[config.mk]
export PLATFORM = sky130hd
export DESIGN_NAME = icache_nway_snoop_flat
export DESIGN_NICKNAME = d
export VERILOG_FILES = /design/src/rtl/icache_nway_snoop_if.sv /design/src/rtl/icache_nway_snoop.sv /design/src/flat_wrapper.sv
export SDC_FILE = /design/constraint.sdc
export NUM_CORES = 2
export LEC_CHECK = 0
export BUFFER_PORTS_ARGS = -buffer_cell sky130_fd_sc_hd__buf_4
export CAP_MARGIN = 10
export CORE_ASPECT_RATIO = 0.75
export CORE_MARGIN = 5
export CORE_UTILIZATION = 55
export CTS_CLUSTER_DIAMETER = 30
export DETAILED_ROUTE_END_ITERATION = 10
export PLACE_DENSITY = 0.68
export SYNTH_ARGS = -nofsm -noshare
export SYNTH_HDL_FRONTEND = slang
export SYNTH_SLANG_ARGS = --single-unit
[constraint.sdc]
create_clock -name clk -period 13.4 [get_ports clk]
set_input_delay 0.67 -clock clk [delete_from_list [all_inputs] [get_ports clk]]
set_output_delay 0.67 -clock clk [all_outputs]
set_load 0.05 [all_outputs]
[src/rtl/icache_nway_snoop_if.sv]
// rtl/icache_nway_snoop_if.sv - core fetch port and common-bus signals of the per-core I-cache
// Purpose: bundles the fetch handshake and the common-bus miss interface.
// Signals:
//   PrRd, Address                     core fetch request (core -> cache)
//   Data_out, Rd_valid, CPU_stall     fetch response (cache -> core)
//   Com_Bus_Req_proc, Address_Com,
//   Address_Com_oe                    bus request / address phase (cache -> bus)
//   Com_Bus_Gnt_proc, Data_Bus_Com,
//   Data_in_Bus                       grant and fill data (bus -> cache)
// Modports: master = cache side, slave = core/bus environment side.
interface icache_nway_snoop_if #(
  parameter int ADDR_W = 32
);
  logic              PrRd;
  logic [ADDR_W-1:0] Address;
  logic [ADDR_W-1:0] Data_out;
  logic              Rd_valid;
  logic              CPU_stall;
  logic              Com_Bus_Req_proc;
  logic              Com_Bus_Gnt_proc;
  logic [ADDR_W-1:0] Address_Com;
  logic              Address_Com_oe;
  logic [ADDR_W-1:0] Data_Bus_Com;
  logic              Data_in_Bus;

  modport master (
    input  PrRd, Address, Com_Bus_Gnt_proc, Data_Bus_Com, Data_in_Bus,
    output Data_out, Rd_valid, CPU_stall, Com_Bus_Req_proc, Address_Com, Address_Com_oe
  );

  modport slave (
    output PrRd, Address, Com_Bus_Gnt_proc, Data_Bus_Com, Data_in_Bus,
    input  Data_out, Rd_valid, CPU_stall, Com_Bus_Req_proc, Address_Com, Address_Com_oe
  );
endinterface

[src/rtl/icache_nway_snoop.sv]
// rtl/icache_nway_snoop.sv - N-way read-only instruction cache with LRU and bus-miss controller
// Purpose: tag/data array with per-set LRU ages, one word per line, and a miss FSM
//   (IDLE -> REQ -> ADDR -> WAIT -> FILL) with grant-loss and timeout retry.
// Ports:
//   clk, rst     clock and synchronous active-high reset
//   bus          icache_nway_snoop_if.master (fetch port + common bus)
//   Inv_all      clear every valid bit (ages untouched)
//   Miss_count   saturating count of lookups that missed
module icache_nway_snoop #(
  parameter int ADDR_W  = 32,
  parameter int IDX_W   = 4,
  parameter int WAYS    = 4,
  parameter int TIMEOUT = 64,
  parameter int CNT_W   = 16
) (
  input  logic                 clk,
  input  logic                 rst,
  icache_nway_snoop_if.master  bus,
  input  logic                 Inv_all,
  output logic [CNT_W-1:0]     Miss_count
);
  localparam int SETS   = 1 << IDX_W;
  localparam int TAG_W  = ADDR_W - IDX_W - 2;
  localparam int WAY_W  = $clog2(WAYS);
  localparam int TCNT_W = $clog2(TIMEOUT + 1);

  typedef enum logic [2:0] {S_IDLE, S_REQ, S_ADDR, S_WAIT, S_FILL} state_t;
  state_t state, state_nxt;

  logic [SETS-1:0][WAYS-1:0] valid;
  logic [TAG_W-1:0]  tag_mem  [SETS][WAYS];
  logic [ADDR_W-1:0] data_mem [SETS][WAYS];
  logic [WAY_W-1:0]  age      [SETS][WAYS];

  logic [TCNT_W-1:0] tcnt;
  logic [ADDR_W-1:0] fill_data;

  logic [IDX_W-1:0] idx;
  logic [TAG_W-1:0] tag;
  logic             hit;
  logic [WAY_W-1:0] hit_way;
  logic [WAY_W-1:0] victim;
  logic             victim_found;
  logic             lookup_hit;
  logic             lookup_miss;
  logic             acc_en;
  logic [WAY_W-1:0] acc_way;
  logic [WAY_W-1:0] old_age;
  logic             unused_offset;

  assign idx = bus.Address[IDX_W+1:2];
  assign tag = bus.Address[ADDR_W-1:IDX_W+2];
  assign unused_offset = ^bus.Address[1:0];

  always_comb begin
    hit = 1'b0;
    hit_way = '0;
    for (int w = 0; w < WAYS; w++) begin
      if (valid[idx][w] && tag_mem[idx][w] == tag) begin
        hit = 1'b1;
        hit_way = WAY_W'(w);
      end
    end
  end

  // Lowest invalid way first; only when the set is full does the LRU way go.
  always_comb begin
    victim = '0;
    victim_found = 1'b0;
    for (int w = 0; w < WAYS; w++) begin
      if (!valid[idx][w] && !victim_found) begin
        victim = WAY_W'(w);
        victim_found = 1'b1;
      end
    end
    if (!victim_found) begin
      for (int w = 0; w < WAYS; w++) begin
        if (age[idx][w] == WAY_W'(WAYS - 1)) victim = WAY_W'(w);
      end
    end
  end

  assign lookup_hit  = (state == S_IDLE) && bus.PrRd && hit;
  assign lookup_miss = (state == S_IDLE) && bus.PrRd && !hit;
  assign acc_en      = lookup_hit || (state == S_FILL);
  assign acc_way     = (state == S_FILL) ? victim : hit_way;
  assign old_age     = age[idx][acc_way];

  always_ff @(posedge clk) begin
    if (rst) state <= S_IDLE;
    else     state <= state_nxt;
  end

  always_comb begin
    state_nxt = state;
    case (state)
      S_IDLE: if (lookup_miss) state_nxt = S_REQ;
      S_REQ:  if (bus.Com_Bus_Gnt_proc) state_nxt = S_ADDR;
      S_ADDR: state_nxt = bus.Com_Bus_Gnt_proc ? S_WAIT : S_REQ;
      S_WAIT: begin
        // Data wins over a same-cycle grant drop: the word is already on the bus.
        if (bus.Data_in_Bus) state_nxt = S_FILL;
        else if (!bus.Com_Bus_Gnt_proc || tcnt == TCNT_W'(TIMEOUT - 1)) state_nxt = S_REQ;
      end
      S_FILL: state_nxt = S_IDLE;
      default: state_nxt = S_IDLE;
    endcase
  end

  always_comb begin
    bus.Com_Bus_Req_proc = (state == S_REQ) || (state == S_ADDR) || (state == S_WAIT);
    bus.Address_Com_oe   = (state == S_ADDR);
    bus.Address_Com      = (state == S_ADDR) ? {bus.Address[ADDR_W-1:2], 2'b00} : '0;
    bus.CPU_stall        = (state != S_IDLE) || lookup_miss;
  end

  always_ff @(posedge clk) begin
    if (rst) begin
      valid        <= '0;
      bus.Rd_valid <= 1'b0;
      bus.Data_out <= '0;
      Miss_count   <= '0;
      tcnt         <= '0;
      fill_data    <= '0;
      for (int s = 0; s < SETS; s++)
        for (int w = 0; w < WAYS; w++)
          age[s][w] <= WAY_W'(w);
    end else begin
      bus.Rd_valid <= 1'b0;
      if (lookup_hit) begin
        bus.Rd_valid <= 1'b1;
        bus.Data_out <= data_mem[idx][hit_way];
      end
      if (state == S_FILL) begin
        bus.Rd_valid <= 1'b1;
        bus.Data_out <= fill_data;
      end
      if (lookup_miss && Miss_count != '1) Miss_count <= Miss_count + 1'b1;
      if (state == S_ADDR)      tcnt <= '0;
      else if (state == S_WAIT) tcnt <= tcnt + 1'b1;
      if (state == S_WAIT && bus.Data_in_Bus) fill_data <= bus.Data_Bus_Com;
      // The fill write comes after the bulk clear so a concurrent fill survives.
      if (Inv_all) valid <= '0;
      if (state == S_FILL) valid[idx][victim] <= 1'b1;
      if (acc_en) begin
        for (int w = 0; w < WAYS; w++) begin
          if (WAY_W'(w) == acc_way)      age[idx][w] <= '0;
          else if (age[idx][w] < old_age) age[idx][w] <= age[idx][w] + 1'b1;
        end
      end
    end
  end

  always_ff @(posedge clk) begin
    if (state == S_FILL) begin
      tag_mem[idx][victim]  <= tag;
      data_mem[idx][victim] <= fill_data;
    end
  end
endmodule

[src/flat_wrapper.sv]
// flat-port wrapper written by rule: the top's interface ports become plain ports
module icache_nway_snoop_flat 
#(
  parameter int ADDR_W  = 32,
  parameter int IDX_W   = 4,
  parameter int WAYS    = 4,
  parameter int TIMEOUT = 64,
  parameter int CNT_W   = 16
)
  (clk, rst, Inv_all, Miss_count, bus_PrRd, bus_Address, bus_Com_Bus_Gnt_proc, bus_Data_Bus_Com, bus_Data_in_Bus, bus_Data_out, bus_Rd_valid, bus_CPU_stall, bus_Com_Bus_Req_proc, bus_Address_Com, bus_Address_Com_oe);
  icache_nway_snoop_if #(.ADDR_W(ADDR_W)) bus_i ();
  input  logic clk;
  input  logic rst;
  input  logic Inv_all;
  output logic [CNT_W-1:0] Miss_count;
  input wire logic [$bits(bus_i.PrRd)-1:0] bus_PrRd;
  input wire logic [$bits(bus_i.Address)-1:0] bus_Address;
  input wire logic [$bits(bus_i.Com_Bus_Gnt_proc)-1:0] bus_Com_Bus_Gnt_proc;
  input wire logic [$bits(bus_i.Data_Bus_Com)-1:0] bus_Data_Bus_Com;
  input wire logic [$bits(bus_i.Data_in_Bus)-1:0] bus_Data_in_Bus;
  output wire logic [$bits(bus_i.Data_out)-1:0] bus_Data_out;
  output wire logic [$bits(bus_i.Rd_valid)-1:0] bus_Rd_valid;
  output wire logic [$bits(bus_i.CPU_stall)-1:0] bus_CPU_stall;
  output wire logic [$bits(bus_i.Com_Bus_Req_proc)-1:0] bus_Com_Bus_Req_proc;
  output wire logic [$bits(bus_i.Address_Com)-1:0] bus_Address_Com;
  output wire logic [$bits(bus_i.Address_Com_oe)-1:0] bus_Address_Com_oe;
  assign bus_i.PrRd = bus_PrRd;
  assign bus_i.Address = bus_Address;
  assign bus_i.Com_Bus_Gnt_proc = bus_Com_Bus_Gnt_proc;
  assign bus_i.Data_Bus_Com = bus_Data_Bus_Com;
  assign bus_i.Data_in_Bus = bus_Data_in_Bus;
  assign bus_Data_out = bus_i.Data_out;
  assign bus_Rd_valid = bus_i.Rd_valid;
  assign bus_CPU_stall = bus_i.CPU_stall;
  assign bus_Com_Bus_Req_proc = bus_i.Com_Bus_Req_proc;
  assign bus_Address_Com = bus_i.Address_Com;
  assign bus_Address_Com_oe = bus_i.Address_Com_oe;
  icache_nway_snoop #(.ADDR_W(ADDR_W), .IDX_W(IDX_W), .WAYS(WAYS), .TIMEOUT(TIMEOUT), .CNT_W(CNT_W)) u_core (.clk(clk), .rst(rst), .bus(bus_i), .Inv_all(Inv_all), .Miss_count(Miss_count));
endmodule
# Yosys cells after proc, flatten, opt, wreduce, memory -nomap -nowiden
# Memory sizes are Yosys's and may differ from the RTL's.
# Cells that the tools add are included.
# W data, S select, Z words.
[totals]
ff_bits = 155
ram_bits = 3840
input_bits = 70
out_inout_bits = 84
wordCells = 203
mem_count = 3
[classes]
n_addsub = 6
magnitude_cmp = 12
n_eq_ne = 20
muxes = 98
bitwise = 8
n_reduce_logical = 34
[memory_table]
columns = ["name", "words", "word_bits", "rd", "rd_ports_with_merged_regs", "write_ports", "line_no", "text"]
rows = [
  ["u_core.data_mem", 16, 128, 1, 0, 1, "icache_nway_snoop.sv:32", "logic [ADDR_W-1:0] data_mem [SETS][WAYS];"],
  ["u_core.tag_mem", 16, 104, 1, 0, 1, "icache_nway_snoop.sv:31", "logic [TAG_W-1:0] tag_mem [SETS][WAYS];"],
  ["u_core.age", 16, 8, 1, 0, 16, "icache_nway_snoop.sv:33", "logic [WAY_W-1:0] age [SETS][WAYS];"],
]
[op_table]
columns = ["cell", "count"]
rows = [
  ["$mux W32", 6],
  ["$mux W64", 3],
  ["$mux W128", 1],
  ["$eq A26 B26 Y1", 4],
  ["$mux W104", 1],
  ["$bmux W32 S2", 1],
  ["$demux W32 S2", 1],
  ["$or A64 B64 Y64", 1],
  ["$demux W26 S2", 1],
  ["$mux W1", 52],
  ["$mux W2", 17],
  ["$mux W26", 1],
  ["$add A16 B1 Y16 const B", 1],
  ["$bmux W4 S4", 1],
  ["$demux W4 S4", 1],
  ["$mux W4", 4],
  ["$ne A16 B16 Y1 const B", 1],
  ["$logic_and A1 B1 Y1", 15],
  ["$mux W3", 4],
  ["$pmux W3 S4", 1],
  ["$ge A3 B3 Y1 const B", 3],
  ["$not A2 Y3", 3],
  ["$add A2 B1 Y2 const B", 4],
  ["$eq A2 B2 Y1 const B", 4],
  ["other kinds (29)", 47],
]

# Logic depth before layout (Yosys ltp)
[logic_depth]
depth_word = 30
mapped_depth = 24
ltp_nobuf = 15

# Worst setup path before layout
# OpenSTA, ideal clock, no wires.
[synth_path]
path_type = "input port to flip-flop"
start = "input port bus_Address[2]"
end = "memory u_core.data_mem[12][64] (netlist bit) (enable)"
setup_time_ps = 476
arrival_time_ps = 7052
t_required_ps = 12924
slack_ps = 5873
stages = 18
path_buffers = 10
cell_sequence = "buf_6 buf_8 buf_8 buf_8 buf_8 buf_6 buf_6 buf_4 buf_2 mux4_2 mux4_2 ha_1 nor2b_1 nor3b_1 nor2_1 nand2_1 clkbuf_1 nor2_1"
[synth_between]
elab_chain_len = 22
elab_cells_between_ends = 34
classes_between = "order compare (2); eq/ne (4); mux (17); bitwise (1); reduce/logical (9); memory (1)"
[synth_rtl]
columns = ["item", "line_no", "text"]
rows = [
  ["start, declared", "flat_wrapper.sv:17", "input wire logic [$bits(bus_i.Address)-1:0] bus_Address;"],
  ["$bmux W4 S4", "icache_nway_snoop.sv:71", "if (!valid[idx][w] && !victim_found) begin"],
  ["$mux W4 (not written as such)", "icache_nway_snoop.sv:71", ""],
  ["$logic_not A1 Y1", "icache_nway_snoop.sv:71", ""],
  ["$logic_and A1 B1 Y1", "icache_nway_snoop.sv:71", ""],
  ["$mux W1", "icache_nway_snoop.sv:71", ""],
  ["$logic_not A1 Y1", "icache_nway_snoop.sv:71", ""],
  ["$logic_and A1 B1 Y1", "icache_nway_snoop.sv:71", ""],
  ["$mux W1", "icache_nway_snoop.sv:71", ""],
  ["[... 3 more ...]", "-", ""],
  ["$mux W2 (4 in a row)", "icache_nway_snoop.sv:78", "if (age[idx][w] == WAY_W'(WAYS - 1)) victim = WAY_W'(w);"],
  ["$mux W2", "icache_nway_snoop.sv:76", "if (!victim_found) begin"],
  ["$not A2 Y3 (not written as such)", "icache_nway_snoop.sv:157", "data_mem[idx][victim] <= fill_data;"],
  ["$ge A3 B3 Y1 (not written as such) or $lt A3 B1 Y1 (tied branches)", "icache_nway_snoop.sv:157", ""],
  ["$logic_and A1 B1 Y1 (not written as such)", "icache_nway_snoop.sv:157", ""],
  ["$mux W32 (not written as such)", "icache_nway_snoop.sv:157", ""],
  ["$demux W32 S2", "icache_nway_snoop.sv:157", ""],
  ["$mux W128 (not written as such)", "icache_nway_snoop.sv:157", ""],
  ["end, declared", "icache_nway_snoop.sv:32", ""],
]
# Several ways; a longest one is shown, not always the timed one. The select of a mux whose other input is x is not followed.

==> metrics.txt <==
Initial Utilization a little under three fifths; global-route wire length before repair ~600000 µm; largest net degree at the start of global routing around 140; largest incremental delay on the critical path between 0.7 and 0.8 ns; Required @ worst endpoint roughly 14 ns; final WL around 420000 µm; CTS tree done; Clock H-tree levels 6; internal power approximately 24 mW; share of synthesized registers carrying an async set or reset 0%; clock period minus worst slack between 8 and 9 ns; Clock Pin Slew Worst Setup and Hold Paths 0.05 ns; via count of the first global-routing pass between 80000 and 90000; worst-case clock buffer depth 4; die width between 600 and 700 µm; flop-to-flop setup slack between 6 and 7 ns; EDFF count, synth approximately 3800; final weighted congestion in routability-driven placement slightly below 0.9; status finished, final reports clean; Seq cells post-synth ~4000; power per standard cell area 163.4 mW/mm²; leading register cell type out of synthesis edfxtp_1; period utilisation layout 60.51%; Worst VDD drop between 0.1 and 0.15 mV; Area Growth Syn to Fin 17.00%; setup repair after global routing missed its margin no; number of nets in the finished design just over 8000; yosys warns 0; vertical die dimension 472.6 µm; most congested layer reported by global routing met1; overflow left after global routing 0; Placeable Area between 0.2 and 0.3 mm²; vias after detailed routing roughly 80000; clock tree root buffer cell clkbuf_16; Psw approximately 6.3 mW; cell family contributing the most delay on the critical path simple AND/OR/NAND/NOR gates; leakage power figure 64.12 nW; critical-path cell list buf_8 > buf_4 > buf_12 > mux4_2 > mux4_2 > xnor2_1 > nand4b_1 > nor4_1 > nand3b_1 > a41o_1 > buf_4 > nand2_2 > nand2b_1 > inv_1 > nand4bb_1 > nor2_1; number of primary I/O pins around 150; clock network latency to the later pin of the worst-skew pair roughly 0.94 ns; cell with the largest stage delay on the worst path nand4bb_1; iteration count of the initial detailed-routing pass 6; part of the power in combinational logic around 3.4%; number of placement rows 169; Post-CTS Setup Inserts 0; arrival time at the worst endpoint 8.84 ns; CTS Buf Count roughly 590; share of post-route cells with drive strength above 1 31.72%; type of the worst min-delay path primary input to flip-flop; highest attainable clock frequency around 120 MHz; clock power share slightly above 50%; met3 Track Usage GR between 7 and 8%; overall die area 0.2962 mm²; count of nets left with antenna violations after detail routing 0; Worst Path Buf+Inv 5; switching part of the total about a fifth; number of violations reported at the end of detailed-routing iteration 0 around 13000; final hold vios 0; Worst setup EP type flip-flop; GR Util met2 about two fifths; number of antenna violations at the first check in global routing 11; worst setup slack after layout ~5.3 ns; Global Route Usage Sum 28.38%; total negative slack 0 ns; worst-case setup slack after placement ~4.6 ns; critical path launch point type primary input; DRC violations left 0; post-synthesis sequential area ratio 75.47%; GR met1 Demand/Resource approximately 42%; Worst Clk Skew about 0.063 ns; number of buffer cells added on primary ports 149; hpwl dp around 220000 µm; number of standard cells after synthesis about 7400; Synth Cell Area between 0.15 and 0.2 mm²; Clock Sinks around 4000; average wire per standard cell roughly 34 µm; crit-path max FO 123; mean post-synth cell area roughly 21 µm²; vias per cell ~6.7; number of distinct library cells after synthesis roughly 100; Final Core Density 64.79%; actual slew at the worst max-slew pin about 1.4 ns; type of the worst setup path primary input to flip-flop; Max transition margin between 4 and 5%; sequential group share of total power a little under half; number of pins exceeding their max-slew limit in the final report 0; number of max-cap violations 0; Finish-stage setup viols 0
[cell type report]
type	instances	area, µm²
clock inverters	402	4267
diodes	5	12.51
inverters	35	138.9
clock buffers	676	15660
repair buffers	443	3697
well taps	3762	4707
flip-flops and latches	3995	118400
multi-input cells	2919	36650
fillers	18240	99770
[Yosys cell counts, drive strengths merged, types with 12 or more instances]
cell,instances,area (µm²)
a211oi,27,207.7
a21o,24,180.2
a21oi,152,760.7
a221oi,18,170.2
a22o,13,122.6
a22oi,79,598.1
a31o,51,446.7
and2,41,256.5
and3,16,100.1
buf,221,1481
clkbuf,215,807.0
dfxtp,155,3103
edfxtp,3840,115300
inv,32,120.1
mux2,100,1126
mux2i,227,2272
mux4,1041,23440
nand2,230,863.3
nand3,53,265.3
nand3b,15,112.6
nand4,25,162.6
nor2,312,1171
nor2b,12,75.07
nor3,39,200.2
nor4,12,81.33
o211a,22,220.2
o211ai,32,250.2
o21ai,53,269.0
o22ai,47,294.0
o41ai,14,130.1
xnor2,76,665.6
xor2,20,175.2
[kinds of logic (layout without fill, tap and decap cells)]
family	Yosys count	count (layout)	synth area share (%)
flip-flops	3995	3995	75.47
multiplexers	1368	1368	17.11
AND/OR/NAND/NOR	818	818	2.422
AO/OA/AOI/OAI	627	627	2.858
buffers and inverters	471	1556	1.542
XOR/XNOR	96	96	0.5359
adder cells (fa/ha/maj)	8	8	0.06140
other	1	7	0.002390
[path summary, 6_finish.rpt]
kind,start,end,cells after the start
worst min-delay path,bus_Address[20],u_core.tag_mem[12][40]$_DFFE_PP_,1
worst max register to register,u_core.tag_mem[14][31]$_DFFE_PP_,u_core.age[13][2]$_SDFFCE_PN0P_,14
worst min register to register,u_core.valid[18]$_SDFF_PP0_,u_core.valid[18]$_SDFF_PP0_,2
worst max-delay path,bus_Address[3],u_core.age[13][2]$_SDFFCE_PN0P_,16
[state kept, by name, summed over array words and instances (netlist names)]
register	count
u_core.Miss_count	16
u_core.age	128
u_core.bus.Data_out	32
u_core.bus.Rd_valid	1
u_core.data_mem	2048
u_core.fill_data	32
u_core.state	3
u_core.tag_mem	1664
u_core.tcnt	7
u_core.valid	64
[layout by cell type, fill, tap and decap left out, types with 57 or more instances in the layout]
master	n
clkbuf_16	615
buf_4	386
mux2i_1	227
clkinv_2	84
a22oi_1	78
nor2_1	245
mux2_2	97
nand2_1	228
edfxtp_1	3840
clkbuf_1	57
xnor2_1	76
bufinv_16	66
a21oi_1	152
clkinvlp_4	62
mux4_2	1041
nor2_4	65
clkinv_1	74
dfxtp_1	129
[power by group through the flow]
stage	registers [mW]	logic [mW]	clock network (mW)
3_3_place_gp	13.9	0.980	0
5_1_grt	13.6	1.07	16.1
2_1_floorplan	13.9	0.643	0
3_5_place_dp	13.9	0.995	0
4_1_cts	13.6	1.01	15.5
6_report	13.6	1.02	15.4
[stage by stage]
stage	hold WS [ns]	instances	total power, mW	cell area (µm²)
6_report	0.09496	12240	29.99	183600
5_1_grt	0.05912	12240	30.80	183600
4_1_cts	0.03110	12220	30.13	183300
3_5_place_dp	0.4770	11110	14.86	163100
3_3_place_gp	0.4635	11110	14.84	163100
2_1_floorplan	0.4514	7385	14.51	156900
[worst register-to-register path, stage by stage, from the launching register on]
cell and delay [ns]:
edfxtp_1 0.36, mux4_2 0.46, mux2i_1 0.47, nor2_1 0.13
a211o_1 0.32, or4_1 0.42, nor4_1 0.66, nand3b_1 0.70
a41o_1 0.44, buf_4 0.25, nand2_2 0.67, nand2b_1 0.30
inv_1 0.68, nand4bb_1 0.77, nor2_1 0.32
[metal layers]
metal | routed length [µm] | vias up
li1 | - | 32370
met1 | 163900 | 42900
met2 | 190100 | 5491
met3 | 54170 | 834
met4 | 13790 | 6
met5 | 47 | -
[timing repair]
action,CTS,global route
resized for setup,0,0
hold buffers,32,0
hold endpoints to repair,32,0
No activity file was read; power rests on OpenSTA's default activity.
